File: src/rtl/mult_div_unit.sv
// Iterative signed 32x32 multiply (radix-2 Booth) and divide (restoring, on magnitudes)
// producing HI/LO results. One iteration per cycle, 32 iterations per operation.
module mult_div_unit (
  input  logic        clk,
  input  logic        reset,
  input  logic        mult_start,
  input  logic        div_start,
  input  logic [31:0] a,
  input  logic [31:0] b,
  output logic [31:0] hi,
  output logic [31:0] lo,
  output logic        busy,
  output logic        done,
  output logic        div_zero
);

  typedef enum logic [1:0] {IDLE, MULT, DIV, DONE} state_t;

  state_t      state_q, state_d;
  logic [31:0] acc_q, acc_d;
  logic [31:0] quo_q, quo_d;
  logic        q1_q, q1_d;
  logic [31:0] opm_q, opm_d;
  logic        negQuot_q, negQuot_d;
  logic        negRem_q, negRem_d;
  logic [5:0]  cnt_q, cnt_d;
  logic [31:0] hi_q, hi_d;
  logic [31:0] lo_q, lo_d;
  logic        busy_q, busy_d;
  logic        done_q, done_d;
  logic        divZero_q, divZero_d;

  logic [32:0] boothSum;
  logic [31:0] boothAcc, boothQuo;
  logic [31:0] remShift;
  logic [32:0] remDiff;
  logic        divOk;
  logic [31:0] divAcc, divQuo;
  logic [31:0] absA, absB;
  logic [5:0]  cntNext;
  logic        lastIter;

  // Booth step: the add/subtract is done one bit wider so the sign shifted into
  // the accumulator stays correct when the multiplicand is -2^31.
  always_comb begin
    boothSum = {acc_q[31], acc_q};
    case ({quo_q[0], q1_q})
      2'b01:   boothSum = {acc_q[31], acc_q} + {opm_q[31], opm_q};
      2'b10:   boothSum = {acc_q[31], acc_q} - {opm_q[31], opm_q};
      default: boothSum = {acc_q[31], acc_q};
    endcase
    boothAcc = boothSum[32:1];
    boothQuo = {boothSum[0], quo_q[31:1]};
  end

  // Restoring step: the partial remainder is always below the divisor (<= 2^31),
  // so its top bit is zero and the shifted value fits in 32 bits.
  always_comb begin
    remShift = {acc_q[30:0], quo_q[31]};
    remDiff  = {1'b0, remShift} - {1'b0, opm_q};
    divOk    = ~remDiff[32];
    divAcc   = divOk ? remDiff[31:0] : remShift;
    divQuo   = {quo_q[30:0], divOk};
  end

  always_comb begin
    absA     = a[31] ? (~a + 32'd1) : a;
    absB     = b[31] ? (~b + 32'd1) : b;
    cntNext  = cnt_q + 6'd1;
    lastIter = (cntNext == 6'd32);
  end

  // Next-state, datapath and registered-output logic.
  always_comb begin
    state_d   = state_q;
    acc_d     = acc_q;
    quo_d     = quo_q;
    q1_d      = q1_q;
    opm_d     = opm_q;
    negQuot_d = negQuot_q;
    negRem_d  = negRem_q;
    cnt_d     = cnt_q;
    hi_d      = hi_q;
    lo_d      = lo_q;
    busy_d    = 1'b0;
    done_d    = 1'b0;
    divZero_d = 1'b0;

    case (state_q)
      IDLE: begin
        if (mult_start) begin
          state_d = MULT;
          acc_d   = 32'd0;
          quo_d   = b;
          q1_d    = 1'b0;
          opm_d   = a;
          cnt_d   = 6'd0;
          busy_d  = 1'b1;
        end else if (div_start) begin
          if (b == 32'd0) begin
            state_d   = DONE;
            done_d    = 1'b1;
            divZero_d = 1'b1;
          end else begin
            state_d   = DIV;
            acc_d     = 32'd0;
            quo_d     = absA;
            q1_d      = 1'b0;
            opm_d     = absB;
            negQuot_d = a[31] ^ b[31];
            negRem_d  = a[31];
            cnt_d     = 6'd0;
            busy_d    = 1'b1;
          end
        end
      end

      MULT: begin
        acc_d = boothAcc;
        quo_d = boothQuo;
        q1_d  = quo_q[0];
        cnt_d = cntNext;
        if (lastIter) begin
          state_d = DONE;
          hi_d    = boothAcc;
          lo_d    = boothQuo;
          done_d  = 1'b1;
        end else begin
          busy_d = 1'b1;
        end
      end

      DIV: begin
        acc_d = divAcc;
        quo_d = divQuo;
        cnt_d = cntNext;
        if (lastIter) begin
          state_d = DONE;
          hi_d    = negRem_q ? (~divAcc + 32'd1) : divAcc;
          lo_d    = negQuot_q ? (~divQuo + 32'd1) : divQuo;
          done_d  = 1'b1;
        end else begin
          busy_d = 1'b1;
        end
      end

      DONE: begin
        state_d = IDLE;
      end

      default: begin
        state_d = IDLE;
      end
    endcase
  end

  always_ff @(posedge clk or posedge reset) begin
    if (reset) begin
      state_q   <= IDLE;
      acc_q     <= 32'd0;
      quo_q     <= 32'd0;
      q1_q      <= 1'b0;
      opm_q     <= 32'd0;
      negQuot_q <= 1'b0;
      negRem_q  <= 1'b0;
      cnt_q     <= 6'd0;
      hi_q      <= 32'd0;
      lo_q      <= 32'd0;
      busy_q    <= 1'b0;
      done_q    <= 1'b0;
      divZero_q <= 1'b0;
    end else begin
      state_q   <= state_d;
      acc_q     <= acc_d;
      quo_q     <= quo_d;
      q1_q      <= q1_d;
      opm_q     <= opm_d;
      negQuot_q <= negQuot_d;
      negRem_q  <= negRem_d;
      cnt_q     <= cnt_d;
      hi_q      <= hi_d;
      lo_q      <= lo_d;
      busy_q    <= busy_d;
      done_q    <= done_d;
      divZero_q <= divZero_d;
    end
  end

  assign hi       = hi_q;
  assign lo       = lo_q;
  assign busy     = busy_q;
  assign done     = done_q;
  assign div_zero = divZero_q;

endmodule

File: config.mk
export PLATFORM = sky130hd
export DESIGN_NAME = mult_div_unit
export DESIGN_NICKNAME = d
export VERILOG_FILES = /design/src/rtl/mult_div_unit.sv
export SDC_FILE = /design/constraint.sdc
export NUM_CORES = 1
export LEC_CHECK = 0
export CAP_MARGIN = 10
export CELL_PAD_IN_SITES_DETAIL_PLACEMENT = 0
export CELL_PAD_IN_SITES_GLOBAL_PLACEMENT = 1
export CORE_ASPECT_RATIO = 0.7
export CORE_UTILIZATION = 30
export CTS_CLUSTER_SIZE = 12
export DETAILED_ROUTE_END_ITERATION = 10
export PLACE_DENSITY_LB_ADDON = 0.1
export SLEW_MARGIN = 20
export SYNTH_ARGS = -nofsm -noshare
export SYNTH_HDL_FRONTEND = slang
export SYNTH_SLANG_ARGS = --single-unit
File: constraint.sdc
create_clock -name clk -period 16.8 [get_ports clk]
set_input_delay 5.04 -clock clk [delete_from_list [all_inputs] [get_ports clk]]
set_output_delay 5.04 -clock clk [all_outputs]
set_load 0.1 [all_outputs]
==> results by group, run 1 <==
Clocking
  • PostCTS Resize Cnt: 0
  • CTS max path bufs: 2
  • Root buffer cell: clkbuf_16
  • TritonCTS buffer count: 17
  • Sink Count: about 170
  • Clock slew at reported path FFs: 80 ps
  • Clock insertion delay at the later pin of the skew report: roughly 470 ps
  • Setup Buffers After CTS: 0
  • TritonCTS clock tree: yes
  • Hold buffer count at cts: 0
  • H-tree lvl count: 4

Synthesis
  • Main combinational cell family by area after synthesis: compound AO/OA/AOI/OAI gates
  • Post-Syn Nets: between 2000 and 2500
  • Most used flip-flop cell after synthesis: dfrtp_1
  • Post-synth top cells: nand2_1, o21ai_0, a21oi_1
  • Post-synthesis adder-cell area fraction: under 10%
  • Mean Syn Cell Area: ~7.4 sq um
  • Mux cell area share after synthesis: 2.60%
  • Synth top area cells: dfrtp_1, o21ai_0, nand2_1, ha_1, xor2_1
  • Yosys warning total: 0
  • Largest area contributor in the netlist: dfrtp_1
  • Synth Area in XOR/XNOR: 9.67%
  • Synth Area in Compound Gates: 29.3%
  • Synth Area in Simple Gates: around 21%
  • Ys async rst share: 100%
  • Sequential share of the synthesized area: between 20% and 30%
  • Yosys cell types: 84
  • Yosys reg bits: 174
  • Yosys top cell area share: a little over a quarter
  • Cell area after synthesis: roughly 17000 sq um
  • Post-synth EDFFs: 0
  • Mapped Cells: between 2000 and 2500
  • Top-count cell post-synth: nand2_1

Min path
  • HP Class: reg2reg
  • HP Start: lo[22]

Global routing
  • Global-route wire length before repair: 104000 microns
  • Number of global-route vias before repair: 15461
  • Gr ovfl total: 0
  • Largest net degree at the start of global routing: 73
  • Total track usage: about a quarter
  • Initial antenna violation count: 0

Detailed routing
  • DR iter-0 viols: ~1800
  • DR vias: 17034
  • Routed wire length per instance: between 20 and 25 microns
  • TritonRoute pass-1 iters: 6
  • Drt total wl: 69800 microns
  • ANT nets after route: 0
  • Vias/cell: ~5.6
  • # DRC: 0

Final layout
  • Area of the multi-input gates: approximately 11000 sq um
  • Register Area: 4350 sq um
  • Final core occ: about 35%
  • Fill count: 5757
  • Area Overhead vs Synth: 15.5%
  • Post-route non-filler standard cell count: a little over 3000
  • Number of diodes: 0
  • Layout cell share with drive strength beyond 1: 4.70%
  • Final nets: between 2000 and 2500

STA
  • Fin Setup TNS: 0 ps
  • Final hold vios: 0
  • Highest Clock Rate: 108 MHz
  • Fin worst setup slack: approximately 7500 ps
  • Slew @ Worst Pin: 1190 ps
  • Worst rel slew slack: 20.1%
  • Max-slew violation count: 0
  • Period utilisation layout: a little under three fifths
  • Post-layout min period: approximately 9300 ps
  • RSZ-0062 raised after global routing: no
  • # setup viols final: 0
  • Skew final: between 20 and 25 ps

Outcome
  • Status: complete, no violations

Die
  • Placeable Area: around 54000 sq um
  • Starting density of the core: a little under a third
  • DIE AREA: approximately 56000 sq um
  • Die Y: 199 microns
  • Row count: between 70 and 80
  • I/O Pins: 135
  • Die Wd: 283 microns

Place
  • I/O Buffers: 134
  • Pre-CTS setup slack: 7140 ps
  • Post-DP HPWL: 55200 microns
  • Inst Count DP: between 2000 and 3000
  • Routability cong.: roughly 0.94

Setup path
  • Critical-path maximum fanout: 16
  • Worst path arrival time: approximately 9600 ps
  • WP data required: 17130 ps
  • Reg2reg start: quo_q[31]
  • Flop2flop setup slack: about 10000 ps
  • Crit end category: flip-flop
  • Worst setup path start: b[6]
  • CP Launch Type: primary input
  • Critical path class: in2reg

Flow run
  • Max-cap violations: 0
[stage by stage]
stage	hold WS [ps]	area [sq um]
after detailed placement	470	18600
final	481	19100
after global placement	462	18500
after global routing	512	19100
after CTS	489	19100
after floorplan	461	16600
[registers in the layout, indices dropped and copies added, names as in the netlist]
signal and cells:
opm_q 32, q1_q 1, state_q 2, done 1, lo 32, div_zero 1, negQuot_q 1, quo_q 32
acc_q 32, negRem_q 1, hi 32, cnt_q 6, busy 1
[logic make-up (layout without fill, tap and decap cells)]
logic type                 Yosys count  in the layout
AOI/OAI and AO/OA                  785            785
xor gates and xnor gates           183            183
adders and majority gates           77             77
buffers and inverters              209            260
DFF                                174            174
muxes                               42             42
and+or+nand+nor                    778            778
[worst paths after layout]
path | cells past startpoint | endpoint
worst max register to register | 20 | hi[16]
worst max-delay path | 12 | acc_q[31]
min in group asynchronous | 2 | lo[9]
max in group asynchronous | 3 | opm_q[18]
worst min register to register | 2 | lo[22]
worst min-delay path | 2 | lo[22]
[layout make-up]
class | count | area share, %
repair buffers | 162 | 8.09
inverters | 66 | 1.33
flip-flops and latches | 174 | 22.7
clock buffers | 17 | 2.22
clock inverters | 15 | 0.882
well taps | 730 | 4.77
multi-input cells | 1865 | 60.0
[placed cells by master, fill, tap and decap left out, types with 21 or more instances in the layout]
master	instances
nand2_1	355
or4_1	21
nor3_1	36
buf_4	29
o31ai_1	36
dfrtp_1	174
inv_1	63
xor2_1	106
nor2_1	178
a22oi_1	43
mux2i_1	34
nand2b_1	26
a21o_1	26
nor4_1	22
nand3_1	30
ha_1	71
clkdlybuf4s50_1	133
a21oi_1	184
xnor2_1	77
o41ai_1	23
o21ai_0	288
[metal layers]
metal	part of all wire [%]	vias up	track usage, %
li1	-	8192	-
met1	55	8171	41.1
met3	11	34	8.31
met4	1.2	0	4.51
met2	34	637	28.7
met5	0	-	0
[critical path, cell delays in order]
cell and delay [ps]:
clkdlybuf4s50_1 510, or4_1 630, nor3_1 300, nand3_1 230, or3b_1 550, nor4_2 540, o21ai_1 440, and2_0 630
nand2_1 410, o21ai_0 130, nand2_1 90, o221ai_1 100
Power of run 1 is not shown: default switching activity piles up to over one toggle a cycle in this logic, so the estimate is an artifact.
==> run 2: changes to the inputs <==
==> constraint.sdc (replaced) <==
create_clock -name clk -period 7.6 [get_ports clk]
set_input_delay 2.28 -clock clk [delete_from_list [all_inputs] [get_ports clk]]
set_output_delay 2.28 -clock clk [all_outputs]
set_load 0.1 [all_outputs]
==> run 2 against run 1 <==
Net effect: utilization increased by 0.055 points; register-to-register slack lost 8900 ps; sequential share of layout area about the same; first-iteration DRC count up 8.4%; setup slack got worse by 6100 ps; critical path depth increased by 7; global-route usage about the same; via count increased by 0.69%; final area up 0.16%; critical path type is now reg2reg.
==> results by group, run 2 (synthesized netlist as in run 1, its figures left out) <==
Final layout
  • Area Overhead vs Synth: 15.7%
  • Final nets: between 2000 and 2500
  • Post-route non-filler standard cell count: around 3000
  • Layout cell share with drive strength beyond 1: under 10%
  • Fill count: 5759
  • Commonest cells after routing, fill and taps aside: nand2_1, o21ai_0, a21oi_1
  • Most common cell after layout, fill and taps aside: nand2_1

Detailed routing
  • DR iter-0 viols: 1904
  • DR vias: between 15000 and 20000
  • ANT nets after route: 0
  • TritonRoute pass-1 iters: 6
  • # DRC: 0
  • Drt total wl: ~70000 microns
  • Vias/cell: 5.65
  • Routed wire length per instance: 23.1 microns

Clocking
  • Clock slew at reported path FFs: 80 ps
  • TritonCTS buffer count: 17
  • H-tree lvl count: 4
  • Root buffer cell: clkbuf_16
  • Clock insertion delay at the later pin of the skew report: ~470 ps
  • PostCTS Resize Cnt: 0
  • Setup Buffers After CTS: 0
  • Sink Count: around 170
  • TritonCTS clock tree: yes
  • CTS max path bufs: 2
  • Hold buffer count at cts: 0

STA
  • Skew final: 17.6 ps
  • Period utilisation layout: between 80% and 90%
  • Final hold vios: 0
  • # setup viols final: 0
  • Post-layout min period: around 6000 ps
  • Worst rel slew slack: 19.3%
  • RSZ-0062 raised after global routing: no
  • Slew @ Worst Pin: 1200 ps
  • Highest Clock Rate: between 150 and 200 MHz
  • Max-slew violation count: 0
  • Fin Setup TNS: 0 ps

Setup path
  • Buf+Inv Stages, Crit Path: 2
  • CP Launch Type: flip-flop
  • CP peak stage delay: between 700 and 800 ps
  • Critical Path, Cell by Cell: ha_1, a21oi_1, o21ai_2, a32o_1, a21oi_1, o21ai_4, buf_4, nor2_1, a21oi_1, inv_1, ha_1, nand2_1, or4_1, mux2i_1, nand2_1, nor4_1, nand4_1, mux2_2, a211oi_1
  • Critical path class: reg2reg
  • WP data required: about 8000 ps
  • Crit path max-delay cell type: a21oi_1
  • Crit end category: flip-flop
  • Cell repeated most along the worst path: a21oi_1
  • Critical-path maximum fanout: 18
  • Worst path arrival time: approximately 6500 ps
  • Top delay family on crit path: compound AO/OA/AOI/OAI gates

Global routing
  • Total track usage: 24.8%
  • Largest net degree at the start of global routing: 73
  • Initial antenna violation count: 1
  • Number of global-route vias before repair: approximately 15000
  • Global-route wire length before repair: ~100000 microns
  • Gr ovfl total: 0

Die
  • Die Wd: approximately 280 microns
  • Placeable Area: about 54000 sq um
  • Die Y: ~200 microns
  • I/O Pins: between 100 and 150
  • DIE AREA: roughly 56000 sq um
  • Row count: between 70 and 80
  • Starting density of the core: between 30% and 40%

Min path
  • HP Class: reg2reg

Place
  • Inst Count DP: about 3000
  • Post-DP HPWL: 55600 microns
  • I/O Buffers: ~130
  • Routability cong.: a little over 0.9

Outcome
  • Status: complete, no violations

Flow run
  • Max-cap violations: 0
run 2: cell types whose count changed in the layout (fill, tap and decap cells not counted), moves of 2 or more:
cell,delta
inv_8,-3
clkinv_4,+2
nor4_1,+2
clkinv_8,-3
nor4_2,-2
buf_4,+7
inv_6,+2
run 2: per-layer routing:
metal / vias up / wire length, microns / global-route usage (%) / share of wire, %
li1: 8205 / - / - / -
met1: 8277 / 39600 / 43.2 / 56
met2: 646 / 23300 / 28.2 / 33
met3: 24 / 6590 / 6.20 / 9.4
met4: 0 / 684 / 3.44 / 0.97
met5: - / 0 / 0 / 0
run 2: per-stage QoR:
stage | hold slack, ps | utilization, % | setup WS, ps | cell area [sq um]
final | 481 | 35.5 | 1440 | 19200
after global routing | 499 | 35.4 | 1150 | 19200
after CTS | 488 | 35.4 | 1540 | 19200
after detailed placement | 470 | 34.4 | 1230 | 18600
after global placement | 461 | 34.4 | 1350 | 18600
after floorplan | 461 | - | 603 | 16600
run 2: layout make-up:
cell class | count | area, sq um | share of cell area, %
multi-input cells | 1865 | 11500 | 59.8
inverters | 66 | 255 | 1.33
clock buffers | 18 | 429 | 2.24
diodes | 1 | 2.50 | 0.0130
flip-flops and latches | 174 | 4350 | 22.7
well taps | 730 | 913 | 4.76
clock inverters | 14 | 126 | 0.659
repair buffers | 170 | 1620 | 8.45
run 2: tightest hold or removal path, delay by kind of cell (launching register included):
family / cells / cell delay, ps
flip-flops: 1 / 350
AO/OA/AOI/OAI: 1 / 60
AND/OR/NAND/NOR: 1 / 40
run 2: path summary, 6_finish.rpt:
| check | start | end | slack, ps | cells past startpoint |
|---|---|---|---|---|
| setup / recovery | acc_q[12] | hi[30] | 1440 | 19 |
| hold / removal | lo[3] | lo[3] | 480 | 2 |
| setup reg to reg | acc_q[12] | hi[30] | 1440 | 19 |
| hold reg to reg | lo[3] | lo[3] | 480 | 2 |
| max in group asynchronous | reset | opm_q[20] | 3980 | 3 |
| min in group asynchronous | reset | lo[16] | 2260 | 2 |
Power of run 2 is left out for the same reason.
==> run 3: changes to the inputs <==
==> constraint.sdc (replaced) <==
create_clock -name clk -period 5.6 [get_ports clk]
set_input_delay 1.68 -clock clk [delete_from_list [all_inputs] [get_ports clk]]
set_output_delay 1.68 -clock clk [all_outputs]
set_load 0.1 [all_outputs]
==> run 3 against run 2 <==
Net effect: non-clock buffer count up 107; setup slack got worse by 1200 ps; utilization increased by 1.6 points; maximum frequency is 14% higher; global-route usage up 1.3 points; sequential cell count unchanged; clock skew increased by 5.1 ps; wire length grew 4.9%; die area unchanged; clock-buffer cell count up 2; highest routed layer is now met5.
==> results by group, run 3 (synthesized netlist as in run 1, its figures left out) <==
Clocking
  • Clock insertion delay at the later pin of the skew report: 470 ps
  • Root buffer cell: clkbuf_16
  • TritonCTS clock tree: yes
  • H-tree lvl count: 4
  • Clock slew at reported path FFs: 80 ps
  • Hold buffer count at cts: 0
  • CTS max path bufs: 2
  • Sink Count: between 150 and 200
  • TritonCTS buffer count: 17

Final layout
  • Commonest cells after routing, fill and taps aside: nand2_1, o21ai_0, a21oi_1
  • Number of diodes: 0
  • Final nets: about 2500
  • Most common cell after layout, fill and taps aside: nand2_1
  • Layout cell share with drive strength beyond 1: between 8 and 9%
  • Area Overhead vs Synth: 20.9%
  • Area of the multi-input gates: approximately 11000 sq um
  • Fill count: around 5700
  • Register Area: ~4400 sq um
  • Post-route non-filler standard cell count: about 3100

STA
  • Max-slew violation count: 0
  • Worst rel slew slack: about 30%
  • Final hold vios: 0
  • Fin Setup TNS: 0 ps
  • Hold Slack: 478 ps
  • Slew @ Worst Pin: between 1000 and 1500 ps
  • RSZ-0062 raised after global routing: no
  • Highest Clock Rate: roughly 190 MHz
  • Post-layout min period: approximately 5400 ps
  • Period utilisation layout: approximately 96%
  • # setup viols final: 0
  • Skew final: approximately 23 ps

Setup path
  • Crit end category: flip-flop
  • Critical-path maximum fanout: 6
  • Worst setup path start: opm_q[13]
  • WP data required: between 5000 and 6000 ps
  • Reg2reg start: opm_q[13]
  • CP Launch Type: flip-flop
  • CP peak stage delay: 650 ps
  • Cell repeated most along the worst path: a21oi_1
  • Worst path arrival time: between 5000 and 6000 ps
  • CP Capture Point: hi[16]
  • Worst reg2reg endpoint: hi[16]
  • Critical path class: reg2reg
  • CP Depth: 19
  • Buf+Inv Stages, Crit Path: 3
  • Crit path max-delay cell type: a21oi_1
  • R2R depth: 19
  • Critical Path, Cell by Cell: inv_1, ha_1, a21oi_1, o21ai_2, a32o_1, a21oi_1, o21ai_4, o21ai_0, ha_1, nand2_1, or4_1, mux2i_1, o211ai_1, buf_4, o31ai_1, xor2_1, a21oi_1, buf_4, o21ai_0
  • Top delay family on crit path: compound AO/OA/AOI/OAI gates
  • Flop2flop setup slack: approximately 210 ps

Place
  • I/O Buffers: between 100 and 150
  • Inst Count DP: a little over 3000
  • Routability cong.: slightly above 0.9
  • Post-DP HPWL: slightly below 60000 microns

Detailed routing
  • DR vias: 17585
  • Top Layer Used: met5
  • TritonRoute pass-1 iters: 6
  • # DRC: 0
  • DR WL met3: a little over 7000 microns
  • Routed wl met2: about 25000 microns
  • Routed wire length per instance: 23.4 microns
  • ANT nets after route: 0
  • DR iter-0 viols: ~1900
  • Post-Route M1 WL: a little over 40000 microns
  • Drt total wl: between 70000 and 80000 microns
  • Vias/cell: between 5 and 6

Global routing
  • Total track usage: between 20% and 30%
  • Initial antenna violation count: 3
  • Gr ovfl total: 0
  • Global-route wire length before repair: ~110000 microns
  • Number of global-route vias before repair: 15712
  • Largest net degree at the start of global routing: around 90

Die
  • Starting density of the core: between 30% and 40%
  • I/O Pins: around 140
  • DIE AREA: around 56000 sq um
  • Row count: ~70
  • Die Wd: roughly 280 microns
  • Placeable Area: around 54000 sq um
  • Die Y: approximately 200 microns

Outcome
  • Status: complete, no violations

Min path
  • HP Class: reg2reg

Flow run
  • Max-cap violations: 0
[run 3: cell count changes in the layout (fill, tap and decap cells not counted), sizes merged]
cell    change
buf       +107
bufinv      +1
clkbuf      +2
clkinv      -2
diode       -1
inv         -3
[run 3: area by class of cell]
type | instances | area share, %
clock buffers | 20 | 2.23
clock inverters | 10 | 0.537
inverters | 66 | 1.27
multi-input cells | 1865 | 57.2
flip-flops and latches | 174 | 21.7
well taps | 730 | 4.56
repair buffers | 277 | 12.5
[run 3: routing by layer]
layer,up-vias,GRT usage (%)
met1,8432,44.3
met5,-,0
met3,28,6.81
met2,681,31.0
met4,2,3.22
li1,8442,-
[run 3: metrics by stage]
step / setup WS, ps / utilization, % / cell area, sq um
detailed placement: 166 / 36.0 / 19500
global placement: 145 / 36.0 / 19500
floorplan: 276 / - / 16600
CTS: 333 / 37.0 / 20000
global route: 16.4 / 37.0 / 20000
finish: 211 / 37.0 / 20000
[run 3: how the worst min path moves through the flow]
stage,start,to,depth (start not counted)
3_5_place_dp,lo[14],lo[14],2
3_3_place_gp,hi[21],hi[21],2
6_report,lo[28],lo[28],2
2_1_floorplan,cnt_q[0],cnt_q[0],1
5_1_grt,lo[28],lo[28],2
4_1_cts,lo[14],lo[14],2
[run 3: what timing repair did]
item	4_1_cts	5_1_grt
setup buffers	0	0
endpoints found under the hold margin	0	0
setup endpoints to repair	0	1
resized for setup	0	1
[run 3: worst min-delay path: stages (launching register included)]
cell and delay [ps]:
dfrtp_1 350, nand2_1 40, o21ai_0 50
Power of run 3 is left out for the same reason.
